[src/rtl/instr_fetch_seq_pkg.sv]
// Shared definitions for the instruction fetch sequencer and the Control decoder:
// opcode map, fetch FSM state encoding and instruction field positions.
package instr_fetch_seq_pkg;

  localparam int unsigned INSTR_W_DEF = 16;
  localparam int unsigned OPCODE_W    = 4;
  localparam int unsigned OPCODE_MSB  = INSTR_W_DEF - 1;
  localparam int unsigned OPCODE_LSB  = INSTR_W_DEF - OPCODE_W;

  typedef enum logic [OPCODE_W-1:0] {
    OP_NOP   = 4'h0,
    OP_LOAD  = 4'h1,
    OP_STORE = 4'h2,
    OP_ADD   = 4'h3,
    OP_SUB   = 4'h4,
    OP_AND   = 4'h5,
    OP_OR    = 4'h6,
    OP_XOR   = 4'h7,
    OP_SHL   = 4'h8,
    OP_SHR   = 4'h9,
    OP_LDI   = 4'hA,
    OP_BRZ   = 4'hB,
    OP_HALT  = 4'hF
  } opcode_e;

  typedef enum logic [1:0] {
    S_FETCH  = 2'd0,
    S_ISSUE  = 2'd1,
    S_HALTED = 2'd2
  } fetch_state_e;

  // Opcode field of a default-width instruction word.
  function automatic logic [OPCODE_W-1:0] opcode_of(input logic [INSTR_W_DEF-1:0] instr);
    return instr[OPCODE_MSB:OPCODE_LSB];
  endfunction

  function automatic logic is_branch_op(input logic [OPCODE_W-1:0] op);
    return op == OP_BRZ;
  endfunction

  function automatic logic is_halt_op(input logic [OPCODE_W-1:0] op);
    return op == OP_HALT;
  endfunction

endpackage

[src/rtl/instr_fetch_seq_pc_next_calc.sv]
// Next-PC adder: PC + 1, plus the sign-extended branch offset when the branch is taken.
// All arithmetic is modulo 2^PC_W.
module pc_next_calc
  import instr_fetch_seq_pkg::*;
#(
  parameter int unsigned PC_W     = 8,
  parameter int unsigned OFFSET_W = 8
) (
  input  logic [PC_W-1:0]     pc,
  input  logic [OFFSET_W-1:0] offset,
  input  logic                take_branch,
  output logic [PC_W-1:0]     pc_next
);

  logic [PC_W-1:0] offset_ext;

  generate
    if (OFFSET_W >= PC_W) begin : g_trunc
      // Offset at least as wide as the PC: upper bits cannot affect a modulo-2^PC_W sum.
      always_comb offset_ext = offset[PC_W-1:0];
    end else begin : g_sext
      // Narrow offset: replicate its sign bit up to PC width.
      always_comb offset_ext = {{(PC_W - OFFSET_W){offset[OFFSET_W-1]}}, offset};
    end
  endgenerate

  // Sequential successor, optionally displaced by the branch offset.
  always_comb begin
    pc_next = pc + PC_W'(1) + (take_branch ? offset_ext : '0);
  end

endmodule

[src/rtl/instr_fetch_seq.sv]
// Instruction fetch sequencer: owns the PC, fetches one instruction at a time over a
// req/valid handshake, presents it to Control, and picks the next PC from Control's
// BRANCH/HALT feedback and the ALU ZERO flag.
module instr_fetch_seq
  import instr_fetch_seq_pkg::*;
#(
  parameter int unsigned     PC_W     = 8,
  parameter int unsigned     INSTR_W  = INSTR_W_DEF,
  parameter int unsigned     OFFSET_W = 8,
  parameter logic [PC_W-1:0] RESET_PC = '0
) (
  input  logic                CLK,
  input  logic                RST_N,
  output logic                IMEM_REQ,
  output logic [PC_W-1:0]     IMEM_ADDR,
  input  logic                IMEM_VALID,
  input  logic [INSTR_W-1:0]  IMEM_RDATA,
  output logic [INSTR_W-1:0]  INSTR,
  output logic [OPCODE_W-1:0] OPCODE,
  output logic                INSTR_VALID,
  input  logic                STALL,
  input  logic                BRANCH,
  input  logic                ZERO,
  input  logic                HALT,
  output logic [PC_W-1:0]     PC,
  output logic                HALTED
);

  fetch_state_e       state;
  logic [PC_W-1:0]    pc_q;
  logic [PC_W-1:0]    pc_next;
  logic               req_q;
  logic               instr_valid_q;
  logic               halted_q;
  logic [INSTR_W-1:0] instr_q;
  logic               take_branch;

  // Branch is taken only for a conditional branch whose ALU result was zero.
  always_comb begin
    take_branch = BRANCH & ZERO;
  end

  pc_next_calc #(
    .PC_W     (PC_W),
    .OFFSET_W (OFFSET_W)
  ) u_pc_next_calc (
    .pc          (pc_q),
    .offset      (instr_q[OFFSET_W-1:0]),
    .take_branch (take_branch),
    .pc_next     (pc_next)
  );

  // Fetch/issue/halt sequencer with all outputs registered.
  // IMEM_REQ is held low through reset and raised on the first edge after release;
  // afterwards it is re-armed directly by the retiring edge, so FETCH with req low
  // only ever occurs right after reset.
  always_ff @(posedge CLK or negedge RST_N) begin
    if (!RST_N) begin
      state         <= S_FETCH;
      pc_q          <= RESET_PC;
      req_q         <= 1'b0;
      instr_q       <= '0;
      instr_valid_q <= 1'b0;
      halted_q      <= 1'b0;
    end else begin
      unique case (state)
        S_FETCH: begin
          if (!req_q) begin
            req_q <= 1'b1;
          end else if (IMEM_VALID) begin
            instr_q       <= IMEM_RDATA;
            req_q         <= 1'b0;
            instr_valid_q <= 1'b1;
            state         <= S_ISSUE;
          end
        end
        S_ISSUE: begin
          if (!STALL) begin
            instr_valid_q <= 1'b0;
            if (HALT) begin
              halted_q <= 1'b1;
              state    <= S_HALTED;
            end else begin
              pc_q  <= pc_next;
              req_q <= 1'b1;
              state <= S_FETCH;
            end
          end
        end
        S_HALTED: begin
          req_q         <= 1'b0;
          instr_valid_q <= 1'b0;
          halted_q      <= 1'b1;
        end
        default: begin
          state <= S_FETCH;
        end
      endcase
    end
  end

  assign IMEM_REQ    = req_q;
  assign IMEM_ADDR   = pc_q;
  assign PC          = pc_q;
  assign INSTR       = instr_q;
  assign OPCODE      = instr_q[INSTR_W-1 -: OPCODE_W];
  assign INSTR_VALID = instr_valid_q;
  assign HALTED      = halted_q;

endmodule

[config.mk]
export PLATFORM = sky130hd
export DESIGN_NAME = instr_fetch_seq
export DESIGN_NICKNAME = d
export VERILOG_FILES = /design/src/rtl/instr_fetch_seq_pkg.sv /design/src/rtl/instr_fetch_seq_pc_next_calc.sv /design/src/rtl/instr_fetch_seq.sv
export SDC_FILE = /design/constraint.sdc
export NUM_CORES = 1
export LEC_CHECK = 0
export CORE_MARGIN = 1.5
export CORE_UTILIZATION = 60
export CTS_CLUSTER_DIAMETER = 200
export CTS_CLUSTER_SIZE = 25
export DETAILED_ROUTE_END_ITERATION = 7
export DONT_BUFFER_PORTS = 1
export PLACE_DENSITY = 0.77
export SETUP_SLACK_MARGIN = 0.1
export SLEW_MARGIN = 20
export SYNTH_ARGS = -nofsm -noshare
export SYNTH_HDL_FRONTEND = slang
export SYNTH_SLANG_ARGS = --single-unit
[constraint.sdc]
create_clock -name CLK -period 3.9 [get_ports CLK]
set_input_delay 0.975 -clock CLK [delete_from_list [all_inputs] [get_ports CLK]]
set_output_delay 0.975 -clock CLK [all_outputs]
set_load 0.01 [all_outputs]
==> out/results.ini <==
[outcome]
status = completed

[timing]
min_period_ps = 2310
rsz0062_at_grt = no
relSlewSlack_pct = 50.7
max_freq_mhz = 432
hold_ws_ps = 303
finalMaxSlewViolations = 0
finClkSkew_ps = 17.1
setup_tns_ps = 0
setup_viol = 0
fin_crit_sh_pct = 59.4
worstMarginPinSlew_ps = 738
hold_viol = 0

[final_layout]
drive_gt1_share_pct = 18.2
regArea_um2 = 726
fillers = 207
multi_input_area_um2 = 795
antenna-diode-count = 0
fin_nets = 182
syn2layout_area_growth_pct = -0.304
fin_cells = 178

[clock_tree]
htree_levels = 2
cts_sinks = 29
clockBufferDepth = 2
ctsHoldBuffers = 0
worstSkewPairLatency_ps = 350
post_cts_resized = 0
cts.root.buffer_cell = clkbuf_4
cts_setup_buffers = 0
cts_buffers = 5
cts_tree = yes
clk_pin_slew_worst_paths_ps = 120

[power_and_ir_drop]
power_density_nw_per_um2 = 837
combPwrFrac_pct = 36.8
intPower_mw = 0.762
switchingPower_mw = 0.611
power_frac_clock_pct = 13.7
power.leakage_nw = 0.751
p_total_mw = 1.37
swShare_pct = 44.5
seqPwrFrac_pct = 49.4
ir_worst_vdd_mv = 0.699

[global_route]
gr-usage-met2_pct = 38.1
busiest_layer = met2
antenna_found_initial = 0
grt_max_degree = 30
grt_use_total_pct = 21.5
grt-ovfl-total = 0
grt_pass1_wl_mm = 5.21
grt_pass1_vias = 1185
grtUsageMet3_pct = 8.43
grt_use_met1_pct = 22.8

[yosys]
yosysSeqAreaShare_pct = 44.1
yosys_warnings = 0
synth_area_um2 = 1650
synth_cells = 155
synth-edff-count = 0
synth_area_per_cell_um2 = 10.6
postSynth.asyncResetShare_pct = 100
ys_ff_latch = 29
yosysUniqueCellTypes = 36
synth_nets = 190
synthFlopType = dfrtp_1

[setup_path]
regToRegSetupSlack_ps = 1730
crit_fanout = 6
reg2regPathDepth = 6
cp-start-kind = input port
critPathCaptureType = register
r2r-end = IMEM_ADDR[7]
crit_start = BRANCH
cp.required_ps = 4160
arrival_ps = 2580
crit_end = IMEM_ADDR[6]
reg2reg_from = state[1]
worstSetupPathType = input port to register

[floorplanning]
start_util_pct = 64.7
fp.coreArea_um2 = 2540
die_h_um = 55.4
rows = 18
chipWidth_um = 55.4
pin_count = 62
dieArea_um2 = 3070

[route]
vias = 1097
drc = 0
wl_per_cell_um = 17.5
drtIter0Drc = 17
ant_nets = 0
drtPass1Iterations = 4
totalWireLength_mm = 3.11
viasPerCell = 6.16

[placed_design]
dp_cells = 170
numPortBuffers = 0
dp_hpwl_mm = 2.33
gp_congestion = 0.856

[run]
maxCapViolCount = 0

[hold_path]
worstHoldPathType = input port to asynchronous set/reset pin

-- power groups by stage --
stage,clock (mW),combinational (mW),sequential [mW]
after floorplan,0,0.525,0.614
after global placement,0,0.465,0.685
after detailed placement,0,0.501,0.690
after CTS,0.192,0.504,0.684
after global routing,0.198,0.571,0.705
final,0.189,0.506,0.679
-- worst min path at each step --
stage	endpoint	slack, ps	depth (start not counted)
final	IMEM_ADDR[4]	300	0
after global routing	IMEM_ADDR[4]	300	0
after CTS	IMEM_ADDR[4]	300	0
after detailed placement	HALTED	540	2
after global placement	HALTED	530	2
after floorplan	HALTED	510	2
-- worst max-delay path: stages --
cell,delay [ps]
and2_1,170
nand2_1,70
ha_1,210
fa_1,400
nor2b_1,180
o31a_1,170
o21a_1,160
nor3_1,50
o31ai_1,190
-- cell families after synthesis --
family | Yosys count | synth area share, %
AOI/OAI and AO/OA | 36 | 14.3
xor gates and xnor gates | 2 | 1.06
adders and majority gates | 12 | 9.58
buffers and inverters | 21 | 7.60
DFF | 29 | 44.1
muxes | 17 | 11.6
and+or+nand+nor | 38 | 11.8
-- sequential cells by signal (all words and copies together) (netlist names) --
name,cells
INSTR,16
IMEM_ADDR,8
state,2
HALTED,1
IMEM_REQ,1
INSTR_VALID,1
-- cell type report --
cell class	count	area share, %
multi-input cells	105	48.4
well taps	30	2.29
flip-flops and latches	29	44.2
clock buffers	5	2.29
inverters	6	1.37
clock inverters	3	1.37
-- per-stage QoR --
stage | utilization, % | area (um2) | worst slack [ps]
after floorplan | - | 1650 | 1420
after global placement | 62.1 | 1580 | 1320
after detailed placement | 62.1 | 1580 | 1240
after global routing | 64.5 | 1640 | 1470
final | 64.5 | 1640 | 1590
after CTS | 64.5 | 1640 | 1600
-- per-layer routing --
layer,share of wire [%],wire length (um)
met5,0,0
met1,40,1250
met3,6.7,209
met4,1.2,37
met2,52,1610
-- cells in the mapped netlist, types with 3 or more instances --
cell	instances	area share, %
ha_1	11	8.4
o21a_1	5	2.3
nand2_1	18	4.1
inv_1	6	1.4
o21ai_0	9	2.7
a21oi_1	7	2.1
mux2_2	16	11
buf_4	12	5.5
o31ai_1	3	1.4
and3_1	6	2.3
nand2b_1	3	1.1
dfrtp_1	29	44
-- placed cells by master, fill, tap and decap left out, types with 2 or more instances in the layout --
cell type	n
mux2_2	16
a21oi_1	7
inv_1	6
a21o_1	2
nand2b_1	3
clkinvlp_4	3
o31ai_1	3
o21ai_0	9
and3_1	6
nor3_1	2
o21a_1	5
a31oi_1	2
a211oi_1	2
ha_1	11
clkbuf_4	5
nand2_1	18
nor2_1	2
dfrtp_1	29
Note: power is estimated with default switching activity, not from simulation.
